==> config.mk <==
export PLATFORM = sky130hd
export DESIGN_NAME = psum_activation_stage
export DESIGN_NICKNAME = d
export VERILOG_FILES = /design/src/rtl/psum_activation_stage.sv
export SDC_FILE = /design/constraint.sdc
export NUM_CORES = 1
export LEC_CHECK = 0
export CAP_MARGIN = 20
export CORE_MARGIN = 3
export CORE_UTILIZATION = 57
export DETAILED_ROUTE_END_ITERATION = 16
export PLACE_DENSITY_LB_ADDON = 0.15
export SLEW_MARGIN = 25
export SYNTH_ARGS = -nofsm -noshare
export SYNTH_HDL_FRONTEND = slang
export SYNTH_SLANG_ARGS = --single-unit
==> constraint.sdc <==
create_clock -name clk -period 2.8 [get_ports clk]
set_input_delay 0.84 -clock clk [delete_from_list [all_inputs] [get_ports clk]]
set_output_delay 0.84 -clock clk [all_outputs]
set_load 0.01 [all_outputs]
==> src/rtl/psum_activation_stage.sv <==
// psum_activation_stage
//   Row-end consumer of the systolic MAC array. Adds a per-neuron bias to the
//   signed partial sum leaving the last PE of a row, rescales by a fixed
//   rounding right-shift, optionally applies ReLU, saturates to the activation
//   width and buffers the result in a first-word fall-through FIFO.
//
// Ports
//   clk, rst_overall        clock (rising edge), async active-low reset
//   flush                   sync clear of pipeline + FIFO (bias kept)
//   in_valid/in_ready       psum_in handshake (in_ready never looks at in_valid)
//   psum_in                 signed partial sum, totalwidth bits
//   bias_load/bias_in       bias register write port
//   relu_en                 clamp negatives to 0, captured with the psum
//   out_valid/out_ready     act_out handshake
//   act_out                 signed activation (FIFO head, holds when empty)
//   fifo_count              FIFO occupancy
module psum_activation_stage #(
  parameter int datawidth  = 11,
  parameter int totalwidth = 2 * datawidth,
  parameter int frac_shift = 4,
  parameter int fifo_depth = 4
) (
  input  logic                                 clk,
  input  logic                                 rst_overall,
  input  logic                                 flush,
  input  logic                                 in_valid,
  output logic                                 in_ready,
  input  logic signed [totalwidth-1:0]         psum_in,
  input  logic                                 bias_load,
  input  logic signed [totalwidth-1:0]         bias_in,
  input  logic                                 relu_en,
  output logic                                 out_valid,
  input  logic                                 out_ready,
  output logic signed [datawidth-1:0]          act_out,
  output logic [$clog2(fifo_depth+1)-1:0]      fifo_count
);

  localparam int T  = totalwidth;
  localparam int D  = datawidth;
  localparam int CW = $clog2(fifo_depth + 1);
  localparam int PW = $clog2(fifo_depth);

  localparam logic signed [T-1:0] TMAX = {1'b0, {(T-1){1'b1}}};
  localparam logic signed [T-1:0] TMIN = {1'b1, {(T-1){1'b0}}};
  localparam logic signed [D-1:0] DMAX = {1'b0, {(D-1){1'b1}}};
  localparam logic signed [D-1:0] DMIN = {1'b1, {(D-1){1'b0}}};
  localparam logic signed [T:0]   RND  = (T+1)'(1) << (frac_shift - 1);

  logic signed [T-1:0] bias_q;
  logic signed [T-1:0] s1_q;
  logic                s1_relu_q;
  logic                s1_valid_q;
  logic signed [D-1:0] mem [fifo_depth];
  logic [PW-1:0]       wr_ptr_q, rd_ptr_q;
  logic [CW-1:0]       count_q, count_d;
  logic signed [D-1:0] last_q;

  logic [T:0]          sum_w;
  logic signed [T-1:0] s1_d;
  logic signed [T:0]   ext_w;
  logic signed [T:0]   rnd_w;
  logic signed [T:0]   r_w;
  logic signed [D-1:0] res_w;
  logic [CW:0]         occ_w;
  logic                accept, wr_en, pop;

  always_comb begin
    // Stage 1: add in T+1 bits, overflow shows as disagreeing top two bits.
    sum_w = {psum_in[T-1], psum_in} + {bias_q[T-1], bias_q};
    if (sum_w[T] != sum_w[T-1]) s1_d = sum_w[T] ? TMIN : TMAX;
    else                        s1_d = sum_w[T-1:0];

    // Stage 2: round half up then arithmetic shift, ReLU, saturate.
    ext_w = {s1_q[T-1], s1_q};
    rnd_w = (ext_w + RND) >>> frac_shift;
    r_w   = (s1_relu_q && rnd_w[T]) ? '0 : rnd_w;
    if ((&r_w[T:D-1]) || !(|r_w[T:D-1])) res_w = r_w[D-1:0];
    else                                 res_w = r_w[T] ? DMIN : DMAX;

    // Reserving a slot for the element in stage 1 means stage 2 never
    // writes into a full FIFO, so the pipeline needs no stall path.
    occ_w    = {1'b0, count_q} + (CW+1)'(s1_valid_q);
    in_ready = occ_w < (CW+1)'(fifo_depth);

    out_valid  = (count_q != '0);
    act_out    = out_valid ? mem[rd_ptr_q] : last_q;
    fifo_count = count_q;

    accept = in_valid && in_ready;
    wr_en  = s1_valid_q;
    pop    = out_valid && out_ready;

    count_d = count_q;
    if (wr_en && !pop)      count_d = count_q + CW'(1);
    else if (!wr_en && pop) count_d = count_q - CW'(1);
  end

  always_ff @(posedge clk or negedge rst_overall) begin
    if (!rst_overall)   bias_q <= '0;
    else if (bias_load) bias_q <= bias_in;
  end

  always_ff @(posedge clk or negedge rst_overall) begin
    if (!rst_overall) begin
      s1_q       <= '0;
      s1_relu_q  <= 1'b0;
      s1_valid_q <= 1'b0;
      wr_ptr_q   <= '0;
      rd_ptr_q   <= '0;
      count_q    <= '0;
      last_q     <= '0;
    end else if (flush) begin
      s1_valid_q <= 1'b0;
      wr_ptr_q   <= '0;
      rd_ptr_q   <= '0;
      count_q    <= '0;
      // Keep showing the head that was visible, so act_out holds once empty.
      if (out_valid) last_q <= mem[rd_ptr_q];
    end else begin
      s1_valid_q <= accept;
      if (accept) begin
        s1_q      <= s1_d;
        s1_relu_q <= relu_en;
      end
      if (wr_en) wr_ptr_q <= wr_ptr_q + PW'(1);
      if (pop) begin
        rd_ptr_q <= rd_ptr_q + PW'(1);
        last_q   <= mem[rd_ptr_q];
      end
      count_q <= count_d;
    end
  end

  // Storage needs no reset: it is only read while count_q is non-zero.
  always_ff @(posedge clk) begin
    if (!flush && wr_en) mem[wr_ptr_q] <= res_w;
  end

endmodule

==> key figures <==
Logic synthesis
  – Synthesis warning total: 0
  – Mux contribution to synthesized area: 0.1308
  – Compound-Gate Fraction of Synth Area: 0.1257
  – Mean Syn Cell Area: around 12 um^2
  – Synth unique cells: 60
  – Post-synthesis sequential area ratio: 0.4881
  – Simple-gate portion of the synthesized area: 0.1128
  – Post-synth EDFFs: between 40 and 50
  – Synth Flop Type: dfrtp_1
  – Post-synth ARST share: 0.5810
  – Mapped Cells: 499
  – Net Count, Synth: 577
  – Cell area after synthesis: around 5800 um^2
  – Seq cells post-synth: around 110
  – XOR/XNOR share of the synthesized area: 0.05083
  – Combinational family with the most area after synthesis: multiplexers
  – Adder-Cell Fraction of Synth Area: 0.06605

Floorplan
  – Ports: 67
  – Chip Width: 107.2 um
  – Initial Utilization: 0.5915
  – Die area: roughly 11000 um^2
  – Core area: 9864 um^2
  – Die H: 107.2 um
  – Num rows: 36

Route
  – Iteration-0 DRC Markers: 183
  – Via density: between 5 and 6
  – Detail Route Antenna Nets: 0
  – Met2 Wirelength: 7.073 mm
  – DR vias: 4482
  – DR top layer: met4
  – DRC viols: 0
  – Metal3 WL: a little over 400 um
  – Wire per inst: around 17 um
  – First-pass DRT Iterations: 4
  – Wl on met1: 5.281 mm
  – Post-Route WL: 13.05 mm

Pwr
  – VDD IR max: 0.6139 mV
  – Total power: around 0.0061 W
  – Net Sw Frac: 0.3606
  – Seq pwr share: 0.376
  – Combinational power share: 0.482
  – Leak: about 3.1 nW
  – Clock network fraction of total power: 0.141
  – P_int: approximately 0.0039 W
  – Psw: 0.002214 W
  – Power Dens Cells: 781.7 nW/um^2

STA
  – Finish-stage setup viols: 0
  – Min cycle time layout: approximately 2.8 ns
  – Final WS setup: roughly 0.013 ns
  – Slew of the pin with the lowest slew margin: around 0.6 ns
  – Fin crit share: 0.9953
  – Clock Skews: about 0.013 ns
  – Slew HR: 0.6001
  – Fin. max-slew vios: 0
  – Fin. Hold Viols: 0
  – TNS Setup: 0 ns
  – Max Freq: between 0.3 and 0.4 GHz
  – RSZ-0062 raised after global routing: yes

Place
  – Post-DP Area: roughly 7200 um^2
  – PortBufs: 66
  – Pre-CTS setup slack: -0.8783 ns
  – HPWL Detailed: about 9.5 mm
  – Final Wtd Congestion: a little under 0.9

Worst setup path
  – CP endpoint kind: flip-flop
  – Critical path startpoint category: input pin
  – Crit-path slowest cell: o311a_4
  – Crit path buffers/inverters: 3
  – CP required: slightly above 3 ns
  – Arr. time, crit path: a little over 3 ns
  – Critical path's largest stage delay: between 0.3 and 0.4 ns
  – Worst path most repeated cell: buf_12
  – Crit Path Category: in -> reg
  – Worst path cell trace: buf_6 -> ha_4 -> and2_4 -> o311a_4 -> o211ai_4 -> nand4b_4 -> a31oi_4 -> buf_12 -> xnor2_4 -> buf_12 -> o2111ai_2 -> o211ai_1
  – Max FO, Critical Path: 8
  – CP top delay family: compound AO/OA/AOI/OAI gates

Global route
  – Initial antenna violation count: 0
  – Vias in the first global route: between 4000 and 5000
  – Global Route Usage Sum: 0.2361
  – Largest net degree at the start of global routing: 39
  – First-pass GRT wire length: about 22 mm
  – GRT Residual Overflow: 0

Final layout
  – Share of cells above drive strength 1: 0.3685
  – Post-Layout Inst Area: between 7000 and 8000 um^2
  – Net count, final: a little over 700
  – Ant diodes: 0
  – Area Growth Syn to Fin: 34.63%

CTS
  – H-tree depth: 3
  – CTS tree: built
  – CTS clock-pin slew for the worst setup and hold paths: 0.10 ns
  – Clock buffer depth: 2
  – Num CTS Buffers: 9
  – Clock insertion delay at the later pin of the skew report: about 0.36 ns
  – # clock sinks: between 100 and 150
  – Root Driver: clkbuf_8
  – Count of hold-fix buffers inserted at cts: 0

Min path
  – Worst Hold Class: in -> async

Flow run
  – Max-cap violations: 0

Outcome
  – Outcome: finished clean
[kinds of logic (layout without fill, tap and decap cells)]
family | count (synthesis) | count (layout)
AO/OA/AOI/OAI | 112 | 112
XOR/XNOR | 33 | 34
adder cells (fa/ha/maj) | 31 | 31
buffers and inverters | 32 | 186
flip-flops | 105 | 105
multiplexers | 57 | 57
AND/OR/NAND/NOR | 129 | 129
[per-layer routing]
| metal | track usage | vias up |
|---|---|---|
| li1 | - | 2164 |
| met4 | 0.08950 | 0 |
| met3 | 0.02649 | 27 |
| met1 | 0.2716 | 2172 |
| met5 | 0 | - |
| met2 | 0.4464 | 119 |
[Yosys cell counts (all sizes together), types with 3 or more instances]
| cell type | n | area (um^2) |
|---|---|---|
| dfrtp | 61 | 1526 |
| edfxtp | 44 | 1321 |
| mux2 | 44 | 495.5 |
| o21ai | 40 | 200.2 |
| nand2 | 38 | 142.6 |
| nor2 | 27 | 101.4 |
| ha | 26 | 325.3 |
| a21oi | 23 | 115.1 |
| nand3 | 17 | 85.08 |
| xnor2 | 17 | 156.4 |
| xor2 | 16 | 140.1 |
| inv | 14 | 52.55 |
| mux4 | 11 | 247.7 |
| o211ai | 10 | 80.07 |
| buf | 9 | 63.80 |
| clkbuf | 9 | 33.78 |
| and2 | 8 | 50.05 |
| a21o | 7 | 52.55 |
| a31oi | 7 | 58.81 |
| and3 | 7 | 46.29 |
| nor3 | 7 | 35.03 |
| a211oi | 6 | 45.04 |
| nand4 | 5 | 37.53 |
| maj3 | 4 | 40.04 |
| nand3b | 3 | 22.52 |
| o22ai | 3 | 18.77 |
| o311a | 3 | 30.03 |
| or3 | 3 | 18.77 |
[stage by stage]
| stage | hold WS [ns] | utilization | instances |
|---|---|---|---|
| floorplan | 0.4691 | - | 499 |
| global placement | 0.4840 | 0.7340 | 757 |
| detailed placement | 0.4939 | 0.7340 | 757 |
| CTS | 0.4711 | 0.7766 | 784 |
| global route | 0.4872 | 0.7963 | 787 |
| finish | 0.4693 | 0.7963 | 787 |
[power by group through the flow]
| stage | clock [W] | sequential [W] | combinational [W] |
|---|---|---|---|
| finish | 0.000868 | 0.00231 | 0.00296 |
| floorplan | 0 | 0.00227 | 0.00175 |
| global placement | 0 | 0.00229 | 0.00270 |
| CTS | 0.000889 | 0.00231 | 0.00285 |
| global route | 0.000952 | 0.00236 | 0.00323 |
| detailed placement | 0 | 0.00232 | 0.00280 |
[worst paths after layout]
kind	startpoint	cells after the start	slack [ns]	to
worst max-delay path	psum_in[2]	12	0.01	s1_q[16]
worst min-delay path	rst_overall	1	0.47	last_q[9]
worst max register to register	bias_q[2]	11	0.16	s1_q[16]
worst min register to register	last_q[2]	1	0.52	last_q[2]
max in group asynchronous	rst_overall	2	1.73	bias_q[12]
min in group clk	last_q[2]	1	0.52	last_q[2]
[what timing repair did]
action,CTS,global route
endpoints found under the setup margin,30,57
pin swaps,31,35
hold endpoints to repair,0,0
buffers inserted,9,4
gates resized for setup,91,49
cloned,2,0
[final cells by class]
cell class                      instances  area, um^2
Clock buffer                           10       127.6
Clock inverter                          6       51.30
Tap cell                              133       166.4
Sequential cell                       105        2849
Timing Repair Buffer                  156        1358
Inverter                               14       52.55
Fill cell                             607        2009
Multi-Input combinational cell        363        3251
[cells in the final DEF, fill, tap and decap left out, types with 8 or more instances in the layout]
master           Yosys  routed
dfrtp_1             61      60
a21oi_1             23      19
nor2_1              27      24
clkdlybuf4s50_1      0      35
inv_1               14      14
ha_4                 0      15
buf_2                3      13
buf_4                0      82
o21ai_1              1      18
clkbuf_8             0       9
nand3_1             17      15
ha_1                26       8
o211ai_1             9       9
nand2_1             38      35
mux4_2              11      11
o21ai_0             39      20
xnor2_1             16      15
edfxtp_1            44      44
mux2_2              44      44
xor2_1              16      15
[flip-flops by register name, indices dropped and copies added, names as in the netlist]
register / count
s1_valid_q: 1
s1_relu_q: 1
mem: 44
fifo_count: 3
s1_q: 19
bias_q: 22
rd_ptr_q: 2
last_q: 11
wr_ptr_q: 2
Power figures use the tool's default switching activity.
